### src/rtl/instruction_fetch.sv
// Instruction fetch stage: owns the program counter, issues in-order word
// requests to instruction memory, pairs each returned word with its PC and
// buffers it in a small FIFO that feeds decode.
//
// Handshakes: every channel uses valid/ready. A transfer happens on a rising
// edge where both valid and ready are high. A source that has raised valid
// keeps its payload stable until that transfer happens. Valid never depends
// combinationally on the ready of the same channel.
module instruction_fetch #(
  parameter logic [31:0] RESET_PC = 32'h0000_0000,
  parameter int          DEPTH    = 2
) (
  input  logic        clk,
  input  logic        rst,
  output logic        imem_req_valid,
  input  logic        imem_req_ready,
  output logic [31:0] imem_req_addr,
  input  logic        imem_resp_valid,
  input  logic [31:0] imem_resp_data,
  input  logic        redirect,
  input  logic [31:0] redirect_pc,
  input  logic        halt,
  output logic        instr_valid,
  input  logic        instr_ready,
  output logic [31:0] instruction,
  output logic [31:0] instr_pc,
  output logic [31:0] instr_pc_plus
);

  localparam int              CW       = $clog2(DEPTH + 1);
  localparam int              PW       = (DEPTH > 1) ? $clog2(DEPTH) : 1;
  localparam logic [PW-1:0]   LAST_IDX = PW'(DEPTH - 1);
  localparam logic [CW:0]     CREDITS  = (CW + 1)'(DEPTH);

  logic [31:0]   fetch_pc;
  logic [CW-1:0] count;
  logic [CW-1:0] inflight;
  logic [CW-1:0] drop;
  logic [PW-1:0] wr_ptr;
  logic [PW-1:0] rd_ptr;
  logic [PW-1:0] pq_wr;
  logic [PW-1:0] pq_rd;
  logic [31:0]   fifo_word [DEPTH];
  logic [31:0]   fifo_pc   [DEPTH];
  logic [31:0]   pc_q      [DEPTH];
  logic          has_credit;
  logic          req_fire;
  logic          resp_keep;
  logic          push;
  logic          pop;

  // The two low bits of a redirect target are ignored; fetch is word aligned.
  logic unused_redirect_lsbs;
  assign unused_redirect_lsbs = ^redirect_pc[1:0];

  function automatic logic [PW-1:0] ptr_inc(input logic [PW-1:0] p);
    return (p == LAST_IDX) ? '0 : p + PW'(1);
  endfunction

  // Request issue, handshake qualifiers and head-of-FIFO outputs.
  // Credit ignores a same-cycle pop so imem_req_valid has no path from
  // instr_ready or the response channel.
  always_comb begin
    has_credit     = ({1'b0, count} + {1'b0, inflight}) < CREDITS;
    imem_req_valid = !rst && !halt && !redirect && has_credit;
    imem_req_addr  = fetch_pc;
    req_fire       = imem_req_valid && imem_req_ready;
    instr_valid    = (count != '0);
    pop            = instr_valid && instr_ready && !redirect;
    resp_keep      = imem_resp_valid && (drop == '0);
    push           = resp_keep && !redirect;
    instruction    = instr_valid ? fifo_word[rd_ptr] : '0;
    instr_pc       = instr_valid ? fifo_pc[rd_ptr] : '0;
    instr_pc_plus  = instr_pc + 32'd4;
  end

  // Program counter: redirect wins, otherwise advance one word per accepted request.
  always_ff @(posedge clk or posedge rst) begin
    if (rst) begin
      fetch_pc <= RESET_PC;
    end else if (redirect) begin
      fetch_pc <= {redirect_pc[31:2], 2'b00};
    end else if (req_fire) begin
      fetch_pc <= fetch_pc + 32'd4;
    end
  end

  // Outstanding-request and stale-response counters; everything accepted
  // before a redirect becomes stale, minus a response landing that same cycle.
  always_ff @(posedge clk or posedge rst) begin
    if (rst) begin
      inflight <= '0;
      drop     <= '0;
    end else begin
      case ({req_fire, imem_resp_valid})
        2'b10:   inflight <= inflight + CW'(1);
        2'b01:   inflight <= inflight - CW'(1);
        default: inflight <= inflight;
      endcase
      if (redirect) begin
        drop <= inflight - CW'(imem_resp_valid);
      end else if (imem_resp_valid && (drop != '0)) begin
        drop <= drop - CW'(1);
      end
    end
  end

  // PC queue pointers: one entry per outstanding request, popped by every
  // response (kept or dropped) so responses stay paired with their address.
  always_ff @(posedge clk or posedge rst) begin
    if (rst) begin
      pq_wr <= '0;
      pq_rd <= '0;
    end else begin
      if (req_fire) begin
        pq_wr <= ptr_inc(pq_wr);
      end
      if (imem_resp_valid) begin
        pq_rd <= ptr_inc(pq_rd);
      end
    end
  end

  // Instruction FIFO pointers and occupancy; a redirect empties it and
  // overrides any same-cycle push or pop.
  always_ff @(posedge clk or posedge rst) begin
    if (rst) begin
      wr_ptr <= '0;
      rd_ptr <= '0;
      count  <= '0;
    end else if (redirect) begin
      wr_ptr <= rd_ptr;
      count  <= '0;
    end else begin
      if (push) begin
        wr_ptr <= ptr_inc(wr_ptr);
      end
      if (pop) begin
        rd_ptr <= ptr_inc(rd_ptr);
      end
      case ({push, pop})
        2'b10:   count <= count + CW'(1);
        2'b01:   count <= count - CW'(1);
        default: count <= count;
      endcase
    end
  end

  // Storage arrays; contents are only observed through valid entries.
  always_ff @(posedge clk) begin
    if (req_fire) begin
      pc_q[pq_wr] <= fetch_pc;
    end
    if (push) begin
      fifo_word[wr_ptr] <= imem_resp_data;
      fifo_pc[wr_ptr]   <= pc_q[pq_rd];
    end
  end

endmodule

### config.mk
export PLATFORM = sky130hd
export DESIGN_NAME = instruction_fetch
export DESIGN_NICKNAME = d
export VERILOG_FILES = /design/src/rtl/instruction_fetch.sv
export SDC_FILE = /design/constraint.sdc
export NUM_CORES = 1
export LEC_CHECK = 0
export ABC_CLOCK_PERIOD_IN_PS = 7490
export CAP_MARGIN = 20
export CORE_AREA = 8 8 114 194
export CTS_CLUSTER_DIAMETER = 60
export DETAILED_ROUTE_END_ITERATION = 7
export DIE_AREA = 0 0 122 202
export PLACE_DENSITY = 0.79
export SLEW_MARGIN = 40
export SYNTH_ARGS = -nofsm -noshare
export SYNTH_HDL_FRONTEND = slang
export SYNTH_SLANG_ARGS = --single-unit
export TNS_END_PERCENT = 5
### constraint.sdc
create_clock -name clk -period 7.49 [get_ports clk]
set_input_delay 1.498 -clock clk [delete_from_list [all_inputs] [get_ports clk]]
set_output_delay 1.498 -clock clk [all_outputs]
set_load 0.01 [all_outputs]
**Word-level counts from Yosys, hierarchy flattened**

Memories as Yosys holds them, arrays and structs flattened.
Index checks and enable logic that the tools add are counted.

- Memory bits (read-only): 0
- Memories kept: 3
- Bits in latches: 0
- Bits in registers: 42
- Memory bits (writable): 192
- Input bits: 71

Memory list:

| name | depth | width | read ports | clocked after Yosys merged registers in | write ports | line | RTL |
|---|---|---|---|---|---|---|---|
| fifo_pc | 2 | 32 | 1 | 0 | 1 | 44 | `logic [31:0] fifo_pc [DEPTH];` |
| fifo_word | 2 | 32 | 1 | 0 | 1 | 43 | `logic [31:0] fifo_word [DEPTH];` |
| pc_q | 2 | 32 | 1 | 0 | 1 | 45 | `logic [31:0] pc_q [DEPTH];` |

- Equality and inequality tests: 4
- Div/mod/pow operators: 0
- Mux-type cells: 19
- Multiply operators: 0
- Add/subtract/negate cells: 13
- $lt $le $gt $ge: 1
- Bitwise operators: 1
- Shift-type cells: 0
- Reductions and logical operators: 21

Operator list:

| kind | number |
|---|---|
| $mux 32 | 4 |
| $add 32x3->32 const B | 2 |
| $reduce_bool 2->1 | 6 |
| $mux 1 | 10 |
| $logic_and 1x1->1 | 9 |
| $pmux 2 s2 | 2 |
| $mux 2 | 3 |
| $sub 2x1->2 const B | 3 |
| $add 1x1->1 const B | 4 |
| $add 2x1->2 const B | 2 |
| $eq 2x1->1 const B | 2 |
| $eq 2x2->1 const B | 2 |
| $add 2x2->3 | 1 |
| $logic_not 1->1 | 3 |
| $lt 3x2->1 const B | 1 |
| $reduce_bool 3->1 | 1 |
| $logic_not 2->1 | 1 |
| $reduce_and 2->1 | 1 |
| $sub 2x1->2 | 1 |
| $not 1->1 | 1 |

**Longest topological paths before layout**

Gate-level depths: netlist of the first run.

- Depth in word-level cells: 7
- Mapped depth: 12
- Mapped depth without buffers: 9

**Least setup slack after synthesis of the first run**

Ideal clock, no wire load.

- Path type: input to register
- Start point: input redirect
- End point: memory fifo_pc[1][10], enable pin
- Arrival time: 6.461 ns
- Data required time: 6.919 ns
- Slack: 0.458 ns
- Cell stages on the path: 3
- Library setup time: 0.571 ns
- Path through: clkbuf_1 -> buf_1 -> nor3b_1

- Cells in the longest elaborated chain, start to end: 4

Ends and longest elaborated chain:

| what | line | RTL |
|---|---|---|
| start, declared | 20 | `input logic redirect,` |
| $logic_not 1->1 | 71 | `push = resp_keep && !redirect;` |
| $logic_and 1x1->1 | 71 |  |
| $mux 1 | 154 | `if (push) begin` |
| $mux 1 (not written as such) | 156 | `fifo_pc[wr_ptr] <= pc_q[pq_rd];` |
| end, declared | 44 |  |

No other way between the ends.

**Worst setup path in the final report of the first run**

- Start point: register rd_ptr
- End point: output instr_pc_plus[29]

- Cells in the longest elaborated chain, start to end: 3

Ends and longest elaborated chain:

| what | line | RTL |
|---|---|---|
| start, declared | 40 | `logic [PW-1:0] rd_ptr;` |
| start signal, assigned | 139 | `rd_ptr <= ptr_inc(rd_ptr);` |
| $mem_v2 2x32 | - |  |
| $mux 32 | 73 | `instr_pc = instr_valid ? fifo_pc[rd_ptr] : '0;` |
| $add 32x3->32 | 74 | `instr_pc_plus = instr_pc + 32'd4;` |
| end, declared | 27 | `output logic [31:0] instr_pc_plus` |

No other way between the ends.

==> flow_summary.json, run 1 <==
{
  "status": "complete, no violations",
  "postSynthRegisterBits": 224,
  "via_count": 6541,
  "timing.critical_path.to": "instr_pc_plus[29]",
  "tightest_slew_ns": 0.852,
  "global_route.usage.total": 0.178,
  "drt_first_pass_iters": 5,
  "synth.cell_area_um2": 9880,
  "postSynth.asyncResetShare": 0.179,
  "achievable-frequency_mhz": 176,
  "setup_tns_ns": 0,
  "cp_slowest_cell": "dfrtp_4",
  "final.period_utilization": 0.760,
  "synth_edf_count": 184,
  "ys_top_cells_by_area": "edfxtp_1 56%, dfrtp_1 10%, mux2i_1 6.5%",
  "routed_via_density": 5.51,
  "finish.net_count": 1006,
  "root_buffer": "clkbuf_16",
  "finalWeightedCongestion": 0.860,
  "num_rows": 68,
  "slowest_stage_delay_cp_ns": 0.75,
  "placement.io_buffers": 192,
  "syn_inst": 737,
  "crit_path_cell_trace": "buf_4 -> mux2i_1 -> a211oi_2 -> nand4_1 -> nor4_1 -> xor2_1 -> clkdlybuf4s50_1",
  "end_kind": "output port",
  "overflow": 0,
  "route.layer.met1.wl_um": 7890,
  "timing.critical_path.buf_inv": 2,
  "antennaDiodeCount": 0,
  "r2r_end": "pc_q[0][2]",
  "cts_made_buffers": 21,
  "synth_largest_type_area_fraction": 0.559,
  "cp_num_cells": 7,
  "met2WireLength_um": 12500,
  "ir_drop_uv": 228,
  "worst_clock_skew_ns": 0.0115,
  "finalNonFillerCells": 1188,
  "largest_net_degree_at_the_start_of_global_routing": 71,
  "worst_setup_hold_path_clk_slew_ns": 0.07,
  "highest_routing_layer_actually_used": "met4",
  "cts_tree": "done",
  "synth.yosys.seq_area_share": 0.660,
  "critPathKind": "flop to output port",
  "critPathMaxFanout": 50,
  "synth.distinct_cells": 55,
  "critPathLaunchType": "flop",
  "initial_antenna_violation_count": 0,
  "p_per_area_nw_per_um2": 260,
  "number_of_primary_i_o_pins": 201,
  "synthFlopType": "edfxtp_1",
  "cts-htree-levels": 1,
  "rr_startpoint": "count[0]",
  "rsz0062_at_grt": "false",
  "final-hold-violation-count": 0,
  "clock-sinks": 224,
  "post-synth-top-area-cell": "edfxtp_1",
  "deepest_clock_path_buffer_count": 3,
  "met3_length_um": 1170,
  "yosysWarnings": 0,
  "placeableCoreArea_um2": 19500,
  "final.min_clock_period_ns": 5.70,
  "drv.max_cap_violation_count": 0,
  "report.final.setup_viol": 0,
  "wl_um": 22300,
  "die_x_um": 122,
  "syn_to_final_growth_pct": 28.3,
  "mean_routed_wirelength_per_cell_um": 18.8,
  "power.static_leakage_nw": 4.49,
  "design.die.area_um2": 24600,
  "cp.arrival_ns": 4.20,
  "regToRegSetupSlack_ns": 3.59,
  "drive_above_1_share": 0.0912,
  "initial_detailed_routing_violation_count": 333,
  "clock_network_latency_to_the_later_pin_of_the_worst_skew_pair_ns": 0.48,
  "dieHeight_um": 202,
  "floorplan.initialDensity": 0.507,
  "detailed_place_hpwl_um": 16100,
  "critPathRequiredTime_ns": 5.99,
  "timing.critical_path.max_delay_family": "buffers and inverters",
  "max-slew-margin-rel": 0.428,
  "remaining_drc_errors": 0,
  "placedCellCount": 1151,
  "via_count_of_the_first_global_routing_pass": 6677,
  "startpoint": "rd_ptr",
  "ant_nets": 0,
  "grt_first_pass_wirelength_um": 34800,
  "slew_violations": 0,
  "post_cts.repair.setup_buffers": 0,
  "post_cts_resize_count": 0,
  "min-delay-path-class": "flop to flop",
  "power_w": 0.00330,
  "worst_r2r_path_depth": 7,
  "postCtsHoldBufs": 0,
  "synth_area_per_cell_um2": 13.4
}
## power by group
part / leakage (nW) / switching [W] / internal, W
logic: 2.05 / 0.000375 / 0.000393
registers: 2.15 / 0.000109 / 0.00148
clock network: 0.296 / 0.000429 / 0.000518
total: 4.49 / 0.000913 / 0.00239
## cell usage after synthesis (all sizes together) (5+ instances only)
master,count
and3,5
nor3,21
nand2,62
nand3,26
nor2,81
a211oi,5
nand4,12
nor4,9
edfxtp,184
o21ai,18
clkbuf,8
o311ai,14
buf,30
a21oi,8
inv,17
mux2i,64
ha,5
o211ai,11
dfrtp,40
mux2,31
nand3b,8
xor2,24
xnor2,15
## flip-flops by register name, indices dropped and copies added (netlist names)
name / count
count: 2
drop: 2
fifo_pc: 60
fifo_word: 64
imem_req_addr: 30
inflight: 2
pc_q: 60
pq_rd: 1
pq_wr: 1
rd_ptr: 1
wr_ptr: 1
## cell usage in the layout (no fill, tap or decap), types with 3 or more instances in the layout
| cell type | instances |
|---|---|
| clkdlybuf4s50_1 | 192 |
| edfxtp_1 | 184 |
| nor2_1 | 77 |
| mux2i_1 | 64 |
| nand2_1 | 62 |
| dfrtp_1 | 39 |
| mux2_2 | 31 |
| nand3_1 | 26 |
| xor2_1 | 24 |
| clkbuf_16 | 21 |
| nor3_1 | 20 |
| inv_1 | 17 |
| o21ai_0 | 17 |
| xnor2_1 | 15 |
| nand4_1 | 12 |
| o311ai_0 | 12 |
| o211ai_1 | 11 |
| a21oi_1 | 8 |
| nor4_1 | 8 |
| buf_4 | 8 |
| nand3b_1 | 7 |
| conb_1 | 6 |
| and3_1 | 5 |
| ha_1 | 5 |
| and2_1 | 4 |
| clkbuf_1 | 4 |
| clkinv_1 | 4 |
| clkinv_2 | 4 |
| nor2_2 | 3 |
| or3_1 | 3 |
| a22oi_1 | 3 |
| a211oi_1 | 3 |
| a221o_1 | 3 |
## logic make-up (layout without fill, tap and decap cells)
logic type      after synthesis  in the layout  share of synthesized area
other cells                   1              6                   0.000379
compound gates               77             77                     0.0567
mux                          95             95                      0.100
simple gates                240            240                      0.115
fa+ha+maj                     6              6                    0.00836
xor+xnor                     39             39                     0.0346
flops                       224            224                      0.660
buf+inv                      55            256                     0.0248
## area by class of cell
type	instances	area, µm²
multi-input cells	463	3160
repair buffers	202	2000
well taps	245	307
clock inverters	12	67.6
fillers	1475	6810
clock buffers	25	541
inverters	17	63.8
flip-flops and latches	224	6530
## worst min-delay path by stage
| stage | startpoint | end | slack (ns) | cells past startpoint |
|---|---|---|---|---|
| detailed placement | pq_wr | pq_wr | 0.50 | 1 |
| CTS | pq_wr | pq_wr | 0.51 | 1 |
| global route | pq_wr | pq_wr | 0.56 | 1 |
| floorplan | pq_wr | pq_wr | 0.46 | 1 |
| finish | pq_wr | pq_wr | 0.52 | 1 |
| global placement | pq_wr | pq_wr | 0.49 | 1 |
## routing by layer
layer | GRT usage | vias to the layer above
li1 | - | 3112
met1 | 0.186 | 3168
met2 | 0.336 | 210
met3 | 0.0235 | 51
met4 | 0.0815 | 0
met5 | 0 | -
## per-stage QoR
stage / utilization / setup WS (ns) / hold WS, ns / area [µm²]
after floorplan: - / 0.458 / 0.460 / 9900
after global placement: 0.618 / 2.37 / 0.492 / 12000
after detailed placement: 0.619 / 2.30 / 0.504 / 12100
after CTS: 0.650 / 1.78 / 0.514 / 12700
after global routing: 0.651 / 1.53 / 0.563 / 12700
final: 0.651 / 1.79 / 0.517 / 12700
Note: power is estimated with default switching activity, not from simulation.
==> run 2: changes to the inputs <==
ABC_CLOCK_PERIOD_IN_PS = 5550   (was 7490)
clock period = 5.55 ns   (was 7.49 ns; I/O delays follow)
==> flow_summary.json, run 2 (synthesis results as in run 1) <==
{
  "status": "complete, no violations",
  "antennaDiodeCount": 0,
  "ir_drop_uv": 303,
  "most-common-layout-cells": "192 x clkdlybuf4s50_1, 184 x edfxtp_1, 77 x nor2_1, 64 x mux2i_1, 62 x nand2_1",
  "initial_antenna_violation_count": 0,
  "worst_setup_hold_path_clk_slew_ns": 0.07,
  "final.fill_count": 1461,
  "comb_power_share": 0.223,
  "deepest_clock_path_buffer_count": 3,
  "layout_commonest_cell": "clkdlybuf4s50_1",
  "critPathRequiredTime_ns": 4.44,
  "worst_r2r_path_depth": 7,
  "routed_via_density": 5.43,
  "share_seq_of_total_power": 0.464,
  "final-hold-violation-count": 0,
  "critPathKind": "flop to output port",
  "remaining_drc_errors": 0,
  "via_count_of_the_first_global_routing_pass": 6645,
  "initial_detailed_routing_violation_count": 315,
  "route.layer.met1.wl_um": 8070,
  "regToRegSetupSlack_ns": 2.32,
  "rr_startpoint": "count[0]",
  "power.static_leakage_nw": 4.55,
  "drv.max_cap_violation_count": 0,
  "rsz0062_at_grt": "false",
  "achievable-frequency_mhz": 200,
  "hold_start": "pq_rd",
  "postCtsHoldBufs": 0,
  "highest_routing_layer_actually_used": "met4",
  "via_count": 6451,
  "critPathMaxFanout": 42,
  "global_route.usage.total": 0.175,
  "min-delay-path-class": "flop to flop",
  "r2r_end": "pc_q[0][6]",
  "reg.largest.list": "fifo_word x64, fifo_pc x60, pc_q x60",
  "number_of_primary_i_o_pins": 201,
  "die_x_um": 122,
  "finish.net_count": 1007,
  "power.switching_w": 0.00123,
  "end_kind": "output port",
  "wl_um": 22000,
  "worst_clock_skew_ns": 0.0120,
  "power_frac_clock": 0.313,
  "slew_violations": 0,
  "timing.hold.worst_path_depth": 1,
  "max-slew-margin-rel": 0.414,
  "syn_to_final_growth_pct": 29.3,
  "root_buffer": "clkbuf_16",
  "floorplan.initialDensity": 0.507,
  "post_cts_resize_count": 0,
  "tightest_slew_ns": 0.872,
  "clock-sinks": 224,
  "report.final.setup_viol": 0,
  "internal_power_w": 0.00339,
  "final.min_clock_period_ns": 4.99,
  "cts_tree": "done",
  "met3_length_um": 1020,
  "post_cts.repair.setup_buffers": 0,
  "mean_routed_wirelength_per_cell_um": 18.5,
  "power.share.switching": 0.267,
  "clock_network_latency_to_the_later_pin_of_the_worst_skew_pair_ns": 0.49,
  "dpl_worst_slack_ns": 1.00,
  "cts_made_buffers": 20,
  "largest_register_ff_count": 64,
  "critPathLaunchType": "flop",
  "detailed_place_hpwl_um": 15700,
  "p_per_area_nw_per_um2": 361,
  "placeableCoreArea_um2": 19500,
  "grt_first_pass_wirelength_um": 34600,
  "placement.io_buffers": 192,
  "cts-htree-levels": 1,
  "ant_nets": 0,
  "final.period_utilization": 0.899,
  "min_to": "pq_rd",
  "finalWeightedCongestion": 0.839,
  "dieHeight_um": 202,
  "registers.top_by_ff_count": "fifo_word",
  "met2WireLength_um": 12000,
  "design.die.area_um2": 24600,
  "cp.arrival_ns": 3.88,
  "fin_ws_ns": 0.560,
  "overflow": 0,
  "largest_net_degree_at_the_start_of_global_routing": 67,
  "drt_first_pass_iters": 4,
  "drive_above_1_share": 0.0943,
  "setup_tns_ns": 0,
  "num_rows": 68
}
run 2: cell count changes in the layout (fill, tap and decap cells not counted), moves of 2 or more:
| cell | before | now |
|---|---|---|
| clkbuf_1 | 4 | 1 |
| buf_4 | 8 | 10 |
| inv_6 | 0 | 2 |
| clkinv_2 | 4 | 1 |
| bufinv_16 | 0 | 3 |
| clkbuf_8 | 0 | 2 |
run 2: metal layers:
metal / vias to the layer above / global-route usage
met5: - / 0
met4: 0 / 0.0793
met3: 54 / 0.0254
met2: 174 / 0.325
met1: 3104 / 0.187
li1: 3119 / -
run 2: cell type report:
| class | instances | area [µm²] | area share |
|---|---|---|---|
| Clock buffer | 24 | 557 | 0.0436 |
| Tap cell | 245 | 307 | 0.0240 |
| Inverter | 17 | 63.8 | 0.00499 |
| Multi-Input combinational cell | 463 | 3160 | 0.247 |
| Timing Repair Buffer | 204 | 2020 | 0.158 |
| Sequential cell | 224 | 6530 | 0.511 |
| Clock inverter | 12 | 148 | 0.0115 |
run 2: worst max-delay path, cell delays in order (launching register included):
cell	delay, ns
dfrtp_4	0.81
buf_4	0.63
mux2i_1	0.19
a211oi_1	0.27
nand4_1	0.31
nor4_1	0.41
xor2_1	0.18
clkdlybuf4s50_1	0.57
run 2: power groups by stage:
stage / Combinational [W] / Clock (W) / Sequential [W]
finish: 0.00103 / 0.00145 / 0.00214
global route: 0.00112 / 0.00154 / 0.00216
CTS: 0.00105 / 0.00148 / 0.00214
detailed placement: 0.00104 / 0 / 0.00218
global placement: 0.00102 / 0 / 0.00217
floorplan: 0.000705 / 0 / 0.00211
run 2: worst max-delay path by stage:
stage                   from  cells past startpoint  slack [ns]                 to
floorplan           redirect                      3       -0.80     fifo_pc[0][10]
global placement      rd_ptr                      7        1.01  instr_pc_plus[29]
detailed placement    rd_ptr                      7        1.00  instr_pc_plus[29]
CTS                   rd_ptr                      7        0.48  instr_pc_plus[29]
global route          rd_ptr                      7        0.29  instr_pc_plus[30]
finish                rd_ptr                      7        0.56  instr_pc_plus[29]
run 2: stage by stage:
step	std cells	total power, W	cell area [µm²]	utilization	hold WS [ns]
after floorplan	742	0.00281	9910	-	0.460
after global placement	1153	0.00319	12100	0.619	0.456
after detailed placement	1153	0.00322	12100	0.620	0.475
after CTS	1189	0.00467	12800	0.656	0.488
after global routing	1189	0.00482	12800	0.656	0.502
final	1189	0.00462	12800	0.656	0.487
==> run 3: changes to the inputs <==
ABC_CLOCK_PERIOD_IN_PS = not set   (was 5550)
CORE_AREA = 8 8 111 189   (was 8 8 114 194)
DIE_AREA = 0 0 119 197   (was 0 0 122 202)
PLACE_DENSITY = 0.92   (was 0.79)
clock period = 5.9 ns   (was 5.55 ns; I/O delays follow)
==> flow_summary.json, run 3 (synthesis results as in run 1) <==
{
  "cts_made_buffers": 20,
  "via_count_of_the_first_global_routing_pass": 6827,
  "rsz0062_at_grt": "false",
  "final_core_util": 0.688,
  "placeableCoreArea_um2": 18400,
  "achievable-frequency_mhz": 191,
  "timing.critical_path.max_delay_family": "simple AND/OR/NAND/NOR gates",
  "root_buffer": "clkbuf_16",
  "clock_network_latency_to_the_later_pin_of_the_worst_skew_pair_ns": 0.48,
  "cts-htree-levels": 1,
  "design.die.area_um2": 23400,
  "clock-sinks": 224,
  "wl_um": 22400,
  "overflow": 0,
  "slowest_stage_delay_cp_ns": 0.60,
  "finish.net_count": 1008,
  "largest_register_ff_count": 64,
  "dieHeight_um": 197,
  "detailed_place_hpwl_um": 16200,
  "remaining_drc_errors": 0,
  "postCtsHoldBufs": 0,
  "final-hold-violation-count": 0,
  "grt_first_pass_wirelength_um": 35600,
  "drt_first_pass_iters": 7,
  "registers.top_by_ff_count": "fifo_word",
  "tightest_slew_ns": 0.807,
  "antennaDiodeCount": 0,
  "routed_via_density": 5.58,
  "power_w": 0.00418,
  "critPathKind": "flop to output port",
  "cp.arrival_ns": 4.06,
  "placedCellCount": 1147,
  "num_rows": 66,
  "final.min_clock_period_ns": 5.24,
  "global_route.usage.total": 0.187,
  "final.period_utilization": 0.889,
  "reg.largest.list": "fifo_word x64, fifo_pc x60, pc_q x60",
  "initial_detailed_routing_violation_count": 347,
  "post_cts_resize_count": 0,
  "status": "complete, no violations",
  "number_of_primary_i_o_pins": 201,
  "worst_clock_skew_ns": 0.0122,
  "critPathRequiredTime_ns": 4.72,
  "cp_slowest_cell": "dfrtp_4",
  "placement.io_buffers": 192,
  "timing.critical_path.buf_inv": 2,
  "drv.max_cap_violation_count": 0,
  "mean_routed_wirelength_per_cell_um": 18.9,
  "slew_violations": 0,
  "floorplan.initialDensity": 0.537,
  "min-delay-path-class": "flop to flop",
  "report.final.setup_viol": 0,
  "cts_tree": "done",
  "final.fill_count": 1258,
  "post_cts.repair.setup_buffers": 0,
  "initial_antenna_violation_count": 0,
  "largest_net_degree_at_the_start_of_global_routing": 71,
  "power.static_leakage_nw": 4.51,
  "ir_drop_uv": 219,
  "finalNonFillerCells": 1183,
  "syn_to_final_growth_pct": 28.2,
  "p_per_area_nw_per_um2": 329,
  "critPathMaxFanout": 40,
  "via_count": 6603,
  "ant_nets": 0,
  "most-common-layout-cells": "192 x clkdlybuf4s50_1, 184 x edfxtp_1, 77 x nor2_1, 64 x mux2i_1, 62 x nand2_1",
  "crit_path_cell_trace": "buf_4 -> nand3_1 -> a211oi_2 -> nand3_1 -> nor4_1 -> xor2_1 -> clkdlybuf4s50_1",
  "die_x_um": 119,
  "critPathLaunchType": "flop",
  "max-slew-margin-rel": 0.462,
  "drive_above_1_share": 0.0910,
  "end_kind": "output port",
  "worst_setup_hold_path_clk_slew_ns": 0.06,
  "deepest_clock_path_buffer_count": 3,
  "layout_commonest_cell": "clkdlybuf4s50_1",
  "cp_common_cell": "nand3_1",
  "finalWeightedCongestion": 0.877
}
==> run 3: power by group <==
group	leakage, nW	internal [W]	switching, W	total (W)
sequential	2.15	0.00188	0.000115	0.00199
combinational	2.07	0.000502	0.000507	0.00101
clock	0.286	0.000656	0.000519	0.00117
==> run 3: per-stage QoR <==
step	instance area, µm²	setup WS, ns	hold slack, ns	TNS (ns)
2_1_floorplan	9910	-0.517	0.460	-32.04
3_3_place_gp	12100	1.25	0.456	0
3_5_place_dp	12100	1.13	0.466	0
4_1_cts	12700	0.618	0.478	0
5_1_grt	12700	0.348	0.501	0
6_report	12700	0.656	0.482	0
==> run 3: worst register-to-register path: stages, from the launching register on <==
cell,delay [ns]
dfrtp_1,0.45
and2_1,0.20
fa_1,0.45
or4b_1,0.68
nor2_2,0.15
inv_1,0.31
nor2_2,0.20
buf_4,0.39
==> run 3: area by class of cell <==
| type | count | area [µm²] | area share |
|---|---|---|---|
| flip-flops and latches | 224 | 6530 | 0.515 |
| multi-input cells | 463 | 3170 | 0.250 |
| repair buffers | 205 | 2020 | 0.160 |
| clock buffers | 28 | 552 | 0.0435 |
| well taps | 238 | 298 | 0.0235 |
| inverters | 17 | 63.8 | 0.00503 |
| clock inverters | 8 | 42.5 | 0.00336 |
==> run 3: routing by layer <==
metal,vias to the layer above,track usage,share of wire
met4,0,0.0678,0.025
met3,37,0.0309,0.044
met2,229,0.359,0.57
met1,3214,0.198,0.36
met5,-,0,0
li1,3123,-,-
==> run 3: final timing paths <==
path                                endpoint  depth (start not counted)  slack, ns      from
setup / recovery           instr_pc_plus[29]                          7       0.66    rd_ptr
hold / removal                         pq_rd                          1       0.48     pq_rd
setup reg to reg                  pc_q[0][2]                          7       2.71  count[0]
hold reg to reg                        pq_rd                          1       0.48     pq_rd
max in group asynchronous             rd_ptr                          3       4.30       rst
min in group asynchronous  imem_req_addr[10]                          3       1.20       rst
